**src/rtl/freq_shift_pkg.sv**
```systemverilog
// Shared types and defaults for the frequency-shift sequencer.
package freq_shift_pkg;

    localparam int N_SAMPLES_DEF = 1024;
    localparam int DW_DEF        = 16;
    localparam int IDX_W_DEF     = 11;
    localparam int DP_LAT_DEF    = 2;

    typedef enum logic [2:0] {
        S_IDLE  = 3'd0,
        S_FETCH = 3'd1,
        S_LOAD  = 3'd2,
        S_WAIT  = 3'd3,
        S_EMIT  = 3'd4,
        S_DONE  = 3'd5
    } state_t;

    typedef enum logic [1:0] {
        OP_0 = 2'b00,
        OP_1 = 2'b01,
        OP_2 = 2'b10,
        OP_3 = 2'b11
    } op_t;

endpackage

```
**src/rtl/freq_shift_ctrl_if.sv**
```systemverilog
// Downstream result stream: single-beat ready/valid carrying sin, cos and sample index.
interface freq_shift_ctrl_if
    import freq_shift_pkg::*;
#(
    parameter int DW    = DW_DEF,
    parameter int IDX_W = IDX_W_DEF
);
    logic                    out_valid;
    logic                    out_ready;
    logic signed [DW-1:0]    out_sin;
    logic signed [DW-1:0]    out_cos;
    logic        [IDX_W-1:0] out_idx;

    modport master (output out_valid, out_sin, out_cos, out_idx, input out_ready);
    modport slave  (input out_valid, out_sin, out_cos, out_idx, output out_ready);
endinterface

```
**src/rtl/freq_shift_out_reg.sv**
```systemverilog
// Single-entry output holding register: capture a result, hold it until accepted, drop it on flush.
module freq_shift_out_reg
    import freq_shift_pkg::*;
#(
    parameter int DW    = DW_DEF,
    parameter int IDX_W = IDX_W_DEF
)(
    input  logic                    clk,
    input  logic                    rst_n,
    input  logic                    capture,
    input  logic                    flush,
    input  logic signed [DW-1:0]    sin_in,
    input  logic signed [DW-1:0]    cos_in,
    input  logic        [IDX_W-1:0] idx_in,
    freq_shift_ctrl_if.master       bus
);

    always_ff @(posedge clk or negedge rst_n) begin
        if (!rst_n) begin
            bus.out_valid <= 1'b0;
            bus.out_sin   <= '0;
            bus.out_cos   <= '0;
            bus.out_idx   <= '0;
        end else if (flush) begin
            bus.out_valid <= 1'b0;
        end else if (capture) begin
            bus.out_valid <= 1'b1;
            bus.out_sin   <= sin_in;
            bus.out_cos   <= cos_in;
            bus.out_idx   <= idx_in;
        end else if (bus.out_valid && bus.out_ready) begin
            bus.out_valid <= 1'b0;
        end
    end

endmodule

```
**src/rtl/freq_shift_ctrl.sv**
```systemverilog
// Frame sequencer for the sin/cos rotator: fetch, load, wait out latency, emit.
// Define FREQ_SHIFT_CTRL_STATS_EN to add the emit_cnt / drop_cnt statistics outputs.
module freq_shift_ctrl
    import freq_shift_pkg::*;
#(
    parameter int N_SAMPLES = N_SAMPLES_DEF,
    parameter int DW        = DW_DEF,
    parameter int IDX_W     = IDX_W_DEF,
    parameter int DP_LAT    = DP_LAT_DEF
)(
    input  logic                             clk,
    input  logic                             rst_n,
    input  logic                             start,
    input  logic        [1:0]                op_cfg,
    input  logic                             abort,
    output logic                             busy,
    output logic                             done,
    output logic                             rd_en,
    output logic        [$clog2(N_SAMPLES)-1:0] rd_addr,
    input  logic signed [DW-1:0]             rd_sin,
    input  logic signed [DW-1:0]             rd_cos,
    output logic signed [DW-1:0]             dp_sinx,
    output logic signed [DW-1:0]             dp_cosx,
    output logic        [1:0]                dp_op,
    output logic        [IDX_W-1:0]          dp_i,
    input  logic                             dp_valid,
    input  logic signed [DW-1:0]             dp_sin_out,
    input  logic signed [DW-1:0]             dp_cos_out,
    freq_shift_ctrl_if.master                out_bus
`ifdef FREQ_SHIFT_CTRL_STATS_EN
    ,
    output logic        [IDX_W:0]            emit_cnt,
    output logic        [IDX_W:0]            drop_cnt
`endif
);

    localparam int AW    = $clog2(N_SAMPLES);
    localparam int CNT_W = (DP_LAT > 1) ? $clog2(DP_LAT) : 1;

    state_t             state, state_nxt;
    logic [IDX_W-1:0]   idx;
    op_t                op_reg;
    logic [CNT_W-1:0]   wait_cnt;
    logic               capture, drop, advance, flush, emitted;
    logic               last, handshake, accept_start;

    assign busy         = state inside {S_FETCH, S_LOAD, S_WAIT, S_EMIT};
    assign done         = (state == S_DONE);
    assign rd_en        = (state == S_FETCH);
    assign rd_addr      = idx[AW-1:0];
    assign last         = (idx == IDX_W'(N_SAMPLES - 1));
    assign handshake    = out_bus.out_valid && out_bus.out_ready;
    assign accept_start = (state == S_IDLE) && start;

    // NOTE: every output of this block gets a default first so no latch is inferred.
    always_comb begin
        state_nxt = state;
        capture   = 1'b0;
        drop      = 1'b0;
        advance   = 1'b0;
        flush     = 1'b0;
        emitted   = 1'b0;
        case (state)
            S_IDLE:  if (start) state_nxt = S_FETCH;
            S_FETCH: state_nxt = S_LOAD;
            S_LOAD:  state_nxt = S_WAIT;
            S_WAIT: begin
                if (wait_cnt == '0) begin
                    if (dp_valid) begin
                        capture   = 1'b1;
                        state_nxt = S_EMIT;
                    end else begin
                        drop    = 1'b1;
                        advance = 1'b1;
                    end
                end
            end
            S_EMIT: begin
                if (handshake) begin
                    advance = 1'b1;
                    emitted = 1'b1;
                end
            end
            S_DONE:  state_nxt = S_IDLE;
            default: state_nxt = S_IDLE;
        endcase

        if (advance) state_nxt = last ? S_DONE : S_FETCH;

        // Abort overrides everything inside a frame; the pending result is discarded.
        if (abort && busy) begin
            state_nxt = S_DONE;
            capture   = 1'b0;
            drop      = 1'b0;
            advance   = 1'b0;
            emitted   = 1'b0;
            flush     = 1'b1;
        end
    end

    // NOTE: sequential state uses non-blocking assignments only.
    always_ff @(posedge clk or negedge rst_n) begin
        if (!rst_n) begin
            state    <= S_IDLE;
            idx      <= '0;
            op_reg   <= OP_0;
            wait_cnt <= '0;
            dp_sinx  <= '0;
            dp_cosx  <= '0;
            dp_op    <= '0;
            dp_i     <= '0;
        end else begin
            state <= state_nxt;

            if (accept_start) begin
                idx    <= '0;
                op_reg <= op_t'(op_cfg);
            end else if (advance && !last) begin
                idx <= idx + IDX_W'(1);
            end

            // dp_* only change here, so they stay stable for the whole datapath latency.
            if (state == S_LOAD) begin
                dp_sinx  <= rd_sin;
                dp_cosx  <= rd_cos;
                dp_op    <= op_reg;
                dp_i     <= idx;
                wait_cnt <= CNT_W'(DP_LAT - 1);
            end else if (state == S_WAIT && wait_cnt != '0) begin
                wait_cnt <= wait_cnt - CNT_W'(1);
            end
        end
    end

    freq_shift_out_reg #(
        .DW    (DW),
        .IDX_W (IDX_W)
    ) u_out_reg (
        .clk     (clk),
        .rst_n   (rst_n),
        .capture (capture),
        .flush   (flush),
        .sin_in  (dp_sin_out),
        .cos_in  (dp_cos_out),
        .idx_in  (idx),
        .bus     (out_bus)
    );

`ifdef FREQ_SHIFT_CTRL_STATS_EN
    always_ff @(posedge clk or negedge rst_n) begin
        if (!rst_n) begin
            emit_cnt <= '0;
            drop_cnt <= '0;
        end else if (accept_start) begin
            emit_cnt <= '0;
            drop_cnt <= '0;
        end else begin
            if (emitted) emit_cnt <= emit_cnt + (IDX_W+1)'(1);
            if (drop)    drop_cnt <= drop_cnt + (IDX_W+1)'(1);
        end
    end
`endif

endmodule

```
**src/flat_wrapper.sv**
```systemverilog
// flat-port wrapper written by rule: the top's interface ports become plain ports
module freq_shift_ctrl_flat import freq_shift_pkg::*;
#(
    parameter int N_SAMPLES = N_SAMPLES_DEF,
    parameter int DW        = DW_DEF,
    parameter int IDX_W     = IDX_W_DEF,
    parameter int DP_LAT    = DP_LAT_DEF
)
  (clk, rst_n, start, op_cfg, abort, busy, done, rd_en, rd_addr, rd_sin, rd_cos, dp_sinx, dp_cosx, dp_op, dp_i, dp_valid, dp_sin_out, dp_cos_out, out_bus_out_valid, out_bus_out_sin, out_bus_out_cos, out_bus_out_idx, out_bus_out_ready);
  freq_shift_ctrl_if #(.DW(DW), .IDX_W(IDX_W)) out_bus_i ();
  input  logic clk;
  input  logic rst_n;
  input  logic start;
  input  logic        [1:0] op_cfg;
  input  logic abort;
  output logic busy;
  output logic done;
  output logic rd_en;
  output logic        [$clog2(N_SAMPLES)-1:0] rd_addr;
  input  logic signed [DW-1:0] rd_sin;
  input  logic signed [DW-1:0] rd_cos;
  output logic signed [DW-1:0] dp_sinx;
  output logic signed [DW-1:0] dp_cosx;
  output logic        [1:0] dp_op;
  output logic        [IDX_W-1:0] dp_i;
  input  logic dp_valid;
  input  logic signed [DW-1:0] dp_sin_out;
  input  logic signed [DW-1:0] dp_cos_out;
  output wire logic [$bits(out_bus_i.out_valid)-1:0] out_bus_out_valid;
  output wire logic [$bits(out_bus_i.out_sin)-1:0] out_bus_out_sin;
  output wire logic [$bits(out_bus_i.out_cos)-1:0] out_bus_out_cos;
  output wire logic [$bits(out_bus_i.out_idx)-1:0] out_bus_out_idx;
  input wire logic [$bits(out_bus_i.out_ready)-1:0] out_bus_out_ready;
  assign out_bus_out_valid = out_bus_i.out_valid;
  assign out_bus_out_sin = out_bus_i.out_sin;
  assign out_bus_out_cos = out_bus_i.out_cos;
  assign out_bus_out_idx = out_bus_i.out_idx;
  assign out_bus_i.out_ready = out_bus_out_ready;
  freq_shift_ctrl #(.N_SAMPLES(N_SAMPLES), .DW(DW), .IDX_W(IDX_W), .DP_LAT(DP_LAT)) u_core (.clk(clk), .rst_n(rst_n), .start(start), .op_cfg(op_cfg), .abort(abort), .busy(busy), .done(done), .rd_en(rd_en), .rd_addr(rd_addr), .rd_sin(rd_sin), .rd_cos(rd_cos), .dp_sinx(dp_sinx), .dp_cosx(dp_cosx), .dp_op(dp_op), .dp_i(dp_i), .dp_valid(dp_valid), .dp_sin_out(dp_sin_out), .dp_cos_out(dp_cos_out), .out_bus(out_bus_i));
endmodule
```
**config.mk**
```make
export PLATFORM = sky130hd
export DESIGN_NAME = freq_shift_ctrl_flat
export DESIGN_NICKNAME = d
export VERILOG_FILES = /design/src/rtl/freq_shift_pkg.sv /design/src/rtl/freq_shift_ctrl_if.sv /design/src/rtl/freq_shift_out_reg.sv /design/src/rtl/freq_shift_ctrl.sv /design/src/flat_wrapper.sv
export SDC_FILE = /design/constraint.sdc
export NUM_CORES = 1
export LEC_CHECK = 0
export CORE_ASPECT_RATIO = 0.7
export CORE_MARGIN = 2
export CORE_UTILIZATION = 33
export CTS_CLUSTER_DIAMETER = 120
export CTS_CLUSTER_SIZE = 12
export DETAILED_ROUTE_END_ITERATION = 12
export PLACE_DENSITY = 0.74
export SLEW_MARGIN = 30
export SYNTH_ARGS = -nofsm -noshare
export SYNTH_HDL_FRONTEND = slang
export SYNTH_SLANG_ARGS = --single-unit
```
**constraint.sdc**
```tcl
create_clock -name clk -period 4.2 [get_ports clk]
set_input_delay 1.05 -clock clk [delete_from_list [all_inputs] [get_ports clk]]
set_output_delay 1.05 -clock clk [all_outputs]
set_load 0.1 [all_outputs]
```
==> After elaboration in Yosys (flattened, before gate mapping) <==
Index checks and enable logic that the tools add are counted.
{ "word_totals": {"register_bits": 106, "latchBits": 0, "ramBits": 0, "romBits": 0, "in_bits": 72, "out_inout_bits": 102, "elab_cells": 62, "n_memories": 0} }
{ "classes": {"add_sub_neg": 2, "multipliers": 0, "div": 0, "order_cmp": 0, "n_eq_ne": 10, "n_shift": 0, "mux": 24, "bitwise": 1, "reduce_logical": 13} }
{ "op_table": {"columns": ["op", "count"], "rows": [
  ["11-bit 2-to-1 mux", 2],
  ["3-bit 2-to-1 mux", 6],
  ["3-bit one-hot mux with 5 select lines", 1],
  ["1-bit 2-to-1 mux", 14],
  ["4-bit != test (second input constant)", 3],
  ["11-bit by 1-bit adder with 11-bit output (second input constant)", 1],
  ["11-bit by 10-bit == test with 1-bit output (second input constant)", 1],
  ["3-bit by 2-bit == test with 1-bit output (second input constant)", 2],
  ["3-bit == test (second input constant)", 2],
  ["1-bit logical AND", 5],
  ["4-bit AND reduction", 1],
  ["2-bit nonzero test", 2],
  ["4-bit nonzero test", 1],
  ["3-bit by 1-bit == test with 1-bit output (second input constant)", 1],
  ["3-bit zero test", 1],
  ["3-bit != test (second input constant)", 1],
  ["3-bit nonzero test", 1],
  ["1-bit one-hot mux with 2 select lines", 1],
  ["2-bit AND reduction", 1],
  ["1-bit zero test", 1],
  ["1-bit NOT", 1],
  ["1-bit subtractor (second input constant)", 1]
]} }

==> Longest topological paths before layout <==
Gate-level depths: netlist (run 1).
{ "depth": {"depth_word": 7, "depth_mapped": 6, "ltp_nobuf": 5} }

==> By module <==
From an unflattened synthesis (run 1), not the netlist that was laid out.
{ "hier_totals": {"cells_unflattened": 308, "hier_area_um2": 4644.5} }
{ "by_module_without_submodules": {"columns": ["mod", "n_inst", "cells_each", "area_per_inst_um2", "seq_area_each_um2"], "rows": [
  ["freq_shift_ctrl", 1, 212, 2780.2, 1551.5],
  ["freq_shift_out_reg", 1, 96, 1864.3, 1101.1]
]} }

==> Least setup slack after synthesis (run 1) <==
No wires, ideal clock.
{ "synth_timing": {"path_type": "reg2out", "start": "register u_core.state[2]", "end": "output rd_en", "t_arrival_ns": 2.822, "required_ns": 3.150, "setup_slack_ns": 0.328, "stages_incl_launch_ff": 3, "n_path_buf": 1, "path_cell_list": "dfrtp_1 > clkbuf_1 > nor3b_1"} }
{ "synth_between": {"elab_chain_len": 1} }
{ "synth_lines": {"columns": ["element", "line_no", "rtl"], "rows": [
  ["start: declaration", "freq_shift_ctrl.sv:40", "state_t state, state_nxt;"],
  ["start signal: assignment", "freq_shift_ctrl.sv:113", "state <= state_nxt;"],
  ["3-bit by 1-bit == test with 1-bit output", "freq_shift_ctrl.sv:49", "assign rd_en = (state == S_FETCH);"],
  ["end: declaration", "flat_wrapper.sv:18", "output logic rd_en;"]
]} }
Every way passes these cells.

==> Worst setup path after layout (run 1) <==
{ "layout_timing": {"start": "register u_core.state[2]", "end": "output done"} }
{ "layout_between": {"elab_chain_len": 1} }
{ "layout_lines": {"columns": ["element", "line_no", "rtl"], "rows": [
  ["3-bit == test", "freq_shift_ctrl.sv:48", "assign done = (state == S_DONE);"],
  ["end: declaration", "flat_wrapper.sv:17", "output logic done;"]
]} }
Every way passes these cells.

==> out/qor.yml, run 1 <==
slew_headroom_pct: 32.0
synth_compound_area_share_pct: 4.04
wl_met2_um: 5070
ant_nets: 0
post-route-min-period_ps: 3340
synth_top_family_by_area: "multiplexers"
syn_area_per_cell_um2: 14.2
cts_hold_buf: 0
clock-sinks: 106
drt_wl_total_um: 10700
drc_errors: 0
m1WireLength_um: 4740
ys_warn_count: 0
synth_area_leader_cell: "dfrtp_1"
end_kind: "primary output"
final_area_um2: 6490
yosys.area_share.adder_pct: 0.284
hold_viol_final: 0
syn_to_final_growth_pct: 47.5
synth_async_sr_flop_share_pct: 100
cts_setup_buffers: 0
ys_seq_elements: 106
synth_mux_area_share_pct: 23.4
post_cts_resized: 0
root_buffer: "clkbuf_16"
clock-skew-final_ps: 4.71
synth_edf_count: 0
synth_cell_types: 48
vias: 3068
worst_pin_slew_ps: 1020
top_layer: "met4"
insertion_delay_ps: 340
nFillCells: 1129
critPathMaxFanout: 15
slew_viol_final: 0
hold_class: "reg -> reg"
die_w_um: 142
maxCapViolations: 0
cts_max_level: 3
place.gp.congestion: 0.793
setup.worst_path.start_class: "register"
wl_met3_um: 761
syn_area_um2: 4400
clk_pin_slew_worst_paths_ps: 70
yosysMostFrequentCell: "dfrtp_1"
grt_pass1_vias: 3140
antenna_found_initial: 0
yosys_most_used_dff: "dfrtp_1"
crit_required_ps: 3150
setup_ws_ps: 860
die_h_um: 101
fin_tns_setup_ps: 0
syn-num-nets: 383
hold_path_depth: 2
grt_pass1_wl_um: 16700
avgRoutedWirePerCell_um: 16.5
avgViaCountPerCell: 4.75
period_share_pct: 79.5
place_area_um2: 6220
gr-total-overflow: 0
synth_common_cells: "dfrtp_1, mux2_2, nand2_1"
synth.area.top_cells: "dfrtp_1, mux2_2, buf_4"
n_antenna_cell: 0
first_pass_iters: 4
status: "finished, final reports clean"
grt_max_degree: 44
synth_top_area_share_pct: 60.3
fp.dieArea_um2: 14300
io_buffers: 173
cts_buffers: 9
num_rows: 35
grt_util_all_layers_pct: 15.0
drive_gt1_share_pct: 24.2
fin_nets: 548
synth-simple-area-share_pct: 7.76
rsz0062_at_grt: "false"
clock_path_buffers: 2
yosysSeqAreaShare_pct: 60.3
crit_arrival_ps: 2290
drt-initial-drc-count: 94
rr_worst_depth: 5
start_util_pct: 33.6
timing.hold.ws_ps: 480
core_area_um2: 13100
clock.fmax_mhz: 299
dp_worst_setup_slack_ps: 1010
critical_path_class: "reg -> out"
cts_tree: "built"
ios: 174
synthCells: 310
dp_hpwl_um: 7820
synth_xor_area_share_pct: 0.199
setup_viol: 0
## stage by stage
stage | util (%) | std cells
after floorplan | - | 310
after global placement | 47.5 | 630
after detailed placement | 47.5 | 630
after CTS | 49.6 | 646
after global routing | 49.6 | 646
final | 49.6 | 646
## path summary, 6_finish.rpt
kind / startpoint / end / slack [ps]
worst max-delay path: u_core.state[2] / done / 860
worst min-delay path: u_core.op_reg[0] / u_core.op_reg[0] / 480
worst max register to register: u_core.state[0] / u_core.u_out_reg.bus.out_sin[3] / 1860
worst min register to register: u_core.op_reg[0] / u_core.op_reg[0] / 480
max in group asynchronous: rst_n / u_core.u_out_reg.bus.out_idx[4] / 2720
min in group asynchronous: rst_n / u_core.dp_sinx[4] / 640
## logic make-up (layout without fill, tap and decap cells)
logic type / after synthesis / after routing
fa+ha+maj: 1 / 1
buf+inv: 27 / 197
xor+xnor: 1 / 1
simple gates: 57 / 57
mux: 92 / 92
flops: 106 / 106
compound gates: 26 / 26
## layout make-up
class,count,area (µm²),share of cell area [%]
clock buffer,10,229,3.53
clock inverter,6,42.5,0.656
inverter,3,11.3,0.174
multi-input combinational,177,1580,24.4
sequential,106,2650,40.9
tap,166,208,3.20
timing repair buffer,178,1760,27.2
## per-layer routing
metal | track usage, % | vias up
met5 | 0 | -
met4 | 3.77 | 0
met3 | 4.80 | 10
met2 | 24.7 | 122
met1 | 19.3 | 1499
li1 | - | 1437
## placed cells by master (no fill, tap or decap), types with 4 or more instances in the layout
| master | synthesis | layout |
|---|---|---|
| buf_4 | 14 | 8 |
| dfrtp_1 | 106 | 106 |
| clkbuf_16 | 0 | 9 |
| mux2_2 | 86 | 86 |
| nand3_1 | 5 | 5 |
| o21ai_0 | 5 | 5 |
| a21oi_1 | 5 | 5 |
| mux2i_1 | 4 | 4 |
| nand2_1 | 15 | 15 |
| clkdlybuf4s50_1 | 0 | 170 |
## critical path, cell delays in order, from the launching register on
cell,delay [ps]
dfrtp_1,600
and3b_1,220
clkdlybuf4s50_1,1120
Power of run 1 is not shown: default switching activity piles up to over one toggle a cycle in this logic, so the estimate is an artifact.
==> run 2: changes to the inputs <==
==> constraint.sdc (replaced) <==
create_clock -name clk -period 3.4 [get_ports clk]
set_input_delay 0.85 -clock clk [delete_from_list [all_inputs] [get_ports clk]]
set_output_delay 0.85 -clock clk [all_outputs]
set_load 0.1 [all_outputs]
==> run 2 against run 1 <==
Net effect:
- sequential share of layout area rose by 1.4 points
- register-to-register slack got worse by 650 ps
- clock skew rose by 6.4 ps
- utilization fell by 1.7 points
- critical path type unchanged
- critical endpoint is now busy
==> out/qor.yml, run 2 (synthesis gave the netlist of run 1 again) <==
hold_class: "reg -> reg"
status: "finished, final reports clean"
place.gp.congestion: 0.767  # -3.3%
drt_wl_total_um: 10100  # -5.1%
first_pass_iters: 4  # unchanged
critical_path_class: "reg -> out"
root_buffer: "clkbuf_16"
start_util_pct: 33.6  # unchanged
drc_errors: 0  # unchanged
grt_pass1_wl_um: 15900  # -4.6%
fp.dieArea_um2: 14300  # unchanged
ant_nets: 0  # unchanged
gr-total-overflow: 0  # unchanged
crit_required_ps: 2550  # -600 ps
rsz0062_at_grt: "false"
seq_area_um2: 2650  # unchanged
core_area_um2: 13100  # unchanged
slowest_delay_ps: 520  # -600 ps
multi_input_area_um2: 1590  # +0.32%
critPathBufInv: 1  # unchanged
insertion_delay_ps: 340  # about the same
vias: 3073  # +0.16%
crit_family: "flip-flops"
final_area_um2: 6270  # -3.3%
timing.hold.ws_ps: 480  # +0.0480 ps
dp_worst_setup_slack_ps: 569  # -437 ps
drt-initial-drc-count: 101  # +7.4%
antenna_found_initial: 0  # unchanged
fin_tns_setup_ps: 0  # unchanged
final_common_cell: "buf_4"
slew_viol_final: 0  # unchanged
critPathMaxFanout: 11  # -4
post-route-min-period_ps: 2550
die_h_um: 101  # unchanged
clock_path_buffers: 2  # unchanged
grt_pass1_vias: 3157  # +0.54%
period_share_pct: 74.9
drive_gt1_share_pct: 45.4  # +21 points
post_cts_resized: 0  # unchanged
n_antenna_cell: 0  # unchanged
avgRoutedWirePerCell_um: 15.7  # -5.1%
final_cell_mix: "buf_4, dfrtp_1, mux2_2"
clk_pin_slew_worst_paths_ps: 80  # about the same
die_w_um: 142  # unchanged
io_buffers: 173  # unchanged
cts_buffers: 9  # unchanged
slew_headroom_pct: 51.1  # +19 points
end_kind: "primary output"
cts_max_level: 3  # unchanged
clock.fmax_mhz: 393
fin_nets: 548  # unchanged
worst_pin_slew_ps: 733  # -284 ps
cts_hold_buf: 0  # unchanged
dp_hpwl_um: 7580  # -3.0%
avgViaCountPerCell: 4.76  # +0.16%
syn_to_final_growth_pct: 42.6
clock-skew-final_ps: 11.1  # +6.44 ps
num_rows: 35  # unchanged
crit_arrival_ps: 1700  # -590 ps
grt_max_degree: 60  # +36%
nFillCells: 1144  # +1.3%
setup_viol: 0  # unchanged
crit_chain: "nor2_1 -> xnor2_1 -> buf_4"
clock-sinks: 106  # unchanged
cts_setup_buffers: 0  # unchanged
ios: 174  # unchanged
crit_slowest_cell: "dfrtp_1"
maxCapViolations: 0  # unchanged
setup_ws_ps: 854  # -6.40 ps
cts_tree: "built"
place_area_um2: 5980  # -3.7%
hold_viol_final: 0  # unchanged
setup.worst_path.start_class: "register"
grt_util_all_layers_pct: 14.0  # -0.95 points
## run 2: through the flow
| stage | cells | util, % |
|---|---|---|
| finish | 646 | 47.9 |
| global route | 646 | 47.9 |
| CTS | 646 | 47.9 |
| detailed placement | 630 | 45.7 |
| global placement | 630 | 45.7 |
| floorplan | 310 | - |
## run 2: area by class of cell
type	instances	area share [%]
inverters	3	0.180
repair buffers	178	24.3
clock inverters	6	0.778
multi-input cells	177	25.3
flip-flops and latches	106	42.3
clock buffers	10	3.81
well taps	166	3.31
## run 2: path summary, 6_finish.rpt
kind / start / cells after the start / slack, ps / to
max: u_core.state[0] / 3 / 850 / busy
min: u_core.op_reg[1] / 2 / 480 / u_core.op_reg[1]
max reg2reg: u_core.state[0] / 5 / 1210 / u_core.u_out_reg.bus.out_sin[9]
min reg2reg: u_core.op_reg[1] / 2 / 480 / u_core.op_reg[1]
max in group asynchronous: rst_n / 2 / 2130 / u_core.dp_i[5]
min in group asynchronous: rst_n / 1 / 560 / u_core.dp_cosx[2]
## run 2: tightest hold or removal path: stages (launching register included)
cell     delay, ps
dfrtp_1        350
nand2_1         50
nand2_1         50
## run 2: routing by layer
| metal | track usage, % | up-vias | share of wire (%) |
|---|---|---|---|
| met4 | 2.38 | 0 | 0.11 |
| met5 | 0 | - | 0 |
| li1 | - | 1451 | - |
| met3 | 4.80 | 3 | 7.5 |
| met1 | 18.6 | 1497 | 45 |
| met2 | 22.9 | 122 | 47 |
Power of run 2 is left out for the same reason.
==> run 3: changes to the inputs <==
--- a/config.mk
+++ b/config.mk
@@ -11,7 +11,7 @@
 export CTS_CLUSTER_DIAMETER = 120
 export CTS_CLUSTER_SIZE = 12
 export DETAILED_ROUTE_END_ITERATION = 12
-export PLACE_DENSITY = 0.74
+export PLACE_DENSITY = 0.76
 export SLEW_MARGIN = 30
 export SYNTH_ARGS = -nofsm -noshare
 export SYNTH_HDL_FRONTEND = slang
==> constraint.sdc (replaced) <==
create_clock -name clk -period 2.08 [get_ports clk]
set_input_delay 0.52 -clock clk [delete_from_list [all_inputs] [get_ports clk]]
set_output_delay 0.52 -clock clk [all_outputs]
set_load 0.1 [all_outputs]
==> run 3 against run 2 <==
Net effect:
- non-clock buffer count increased by 32
- critical path depth increased by 1
- sequential share of layout area decreased by 3.8 points
- cell area increased by 9.9%
- setup slack got worse by 800 ps
==> out/qor.yml, run 3 (synthesis gave the netlist of run 1 again) <==
crit_chain: "buf_4 -> nor2_2 -> xnor2_2 -> buf_12"
crit_required_ps: 1560  # -990 ps
critical_path_class: "reg -> out"
syn_to_final_growth_pct: 56.7
nFillCells: 1084  # -5.2%
grt_util_all_layers_pct: 15.3  # +1.3 points
worst_pin_slew_ps: 562  # -171 ps
fp.dieArea_um2: 14300  # unchanged
hold_viol_final: 0  # unchanged
ios: 174  # unchanged
setup_viol: 0  # unchanged
die_w_um: 142  # unchanged
slew_viol_final: 0  # unchanged
num_rows: 35  # unchanged
cts_buffers: 9  # unchanged
crit_slowest_cell: "dfrtp_2"
clock-sinks: 106  # unchanged
final_cell_mix: "buf_4, dfrtp_1, mux2_2"
grt_pass1_wl_um: 17000  # +7.2%
post-route-min-period_ps: 2030
maxCapViolations: 0  # unchanged
critPathMaxFanout: 6  # -5
drt-initial-drc-count: 214  # +110%
avgViaCountPerCell: 4.79  # +0.61%
crit_arrival_ps: 1510  # -190 ps
io_buffers: 173  # unchanged
fin_nets: 580  # +5.8%
place.gp.congestion: 0.886  # +16%
core_area_um2: 13100  # unchanged
insertion_delay_ps: 340  # about the same
n_antenna_cell: 0  # unchanged
cts_max_level: 3  # unchanged
antenna_found_initial: 0  # unchanged
die_h_um: 101  # unchanged
period_share_pct: 97.5
gr-total-overflow: 0  # unchanged
avgRoutedWirePerCell_um: 16.8  # +7.4%
end_kind: "primary output"
finish.utilization_pct: 52.6  # +4.7 points
clk_pin_slew_worst_paths_ps: 70  # about the same
cts_tree: "built"
drt_wl_total_um: 11400  # +13%
crit_family: "flip-flops"
drive_gt1_share_pct: 49.8  # +4.4 points
final_common_cell: "buf_4"
clock.fmax_mhz: 493
vias: 3245  # +5.6%
place_area_um2: 6410  # +7.2%
hold_class: "in -> async"
dp_hpwl_um: 8080  # +6.5%
status: "finished, final reports clean"
grt_pass1_vias: 3269  # +3.5%
ant_nets: 0  # unchanged
first_pass_iters: 4  # unchanged
critPathBufInv: 2  # +1
setup.worst_path.start_class: "register"
final_area_um2: 6890  # +9.9%
clock_path_buffers: 2  # unchanged
root_buffer: "clkbuf_16"
start_util_pct: 33.6  # unchanged
drc_errors: 0  # unchanged
slew_headroom_pct: 62.5  # +11 points
slowest_delay_ps: 450  # -70 ps
grt_max_degree: 39  # -35%
fin_tns_setup_ps: 0  # unchanged
clock-skew-final_ps: 6.77  # -4.38 ps
## run 3: cell type report
class	count	area, µm²	share of cell area (%)
Sequential cell	106	2660	38.5
Timing Repair Buffer	210	2060	29.9
Multi-Input combinational cell	177	1640	23.7
Clock buffer	12	246	3.58
Tap cell	166	208	3.01
Clock inverter	4	75.1	1.09
Inverter	3	11.3	0.163
## run 3: stage by stage
stage                     instances  setup WS [ps]  hold slack (ps)
after floorplan                 310          -58.0              224
after global placement          655           -281              458
after detailed placement        655           -327              460
after CTS                       671           26.2              174
after global routing            678          -4.03              188
final                           678           52.7              167
## run 3: routing by layer
metal,track usage (%),up-vias,wire (µm)
li1,-,1501,-
met1,18.8,1605,4930
met2,26.3,131,5570
met3,5.46,8,842
met4,3.00,0,76
met5,0,-,0
## run 3: worst paths after layout
kind	start	endpoint	slack, ps	cells past startpoint
setup / recovery	u_core.state[0]	busy	50	4
hold / removal	rst_n	u_core.dp_sinx[4]	170	1
setup reg to reg	u_core.state[0]	u_core.u_out_reg.bus.out_cos[14]	70	7
hold reg to reg	u_core.op_reg[0]	u_core.op_reg[0]	470	2
max in group asynchronous	rst_n	u_core.idx[4]	1360	2
min in group clk	u_core.op_reg[0]	u_core.op_reg[0]	470	2
## run 3: timing repair
action                     4_1_cts  5_1_grt
setup endpoints to repair        1        8
gates cloned                     0        4
hold buffers                     0        0
setup buffers                    0        3
gates resized for setup          1        6
pin swaps                        0        1
Power of run 3 is left out for the same reason.
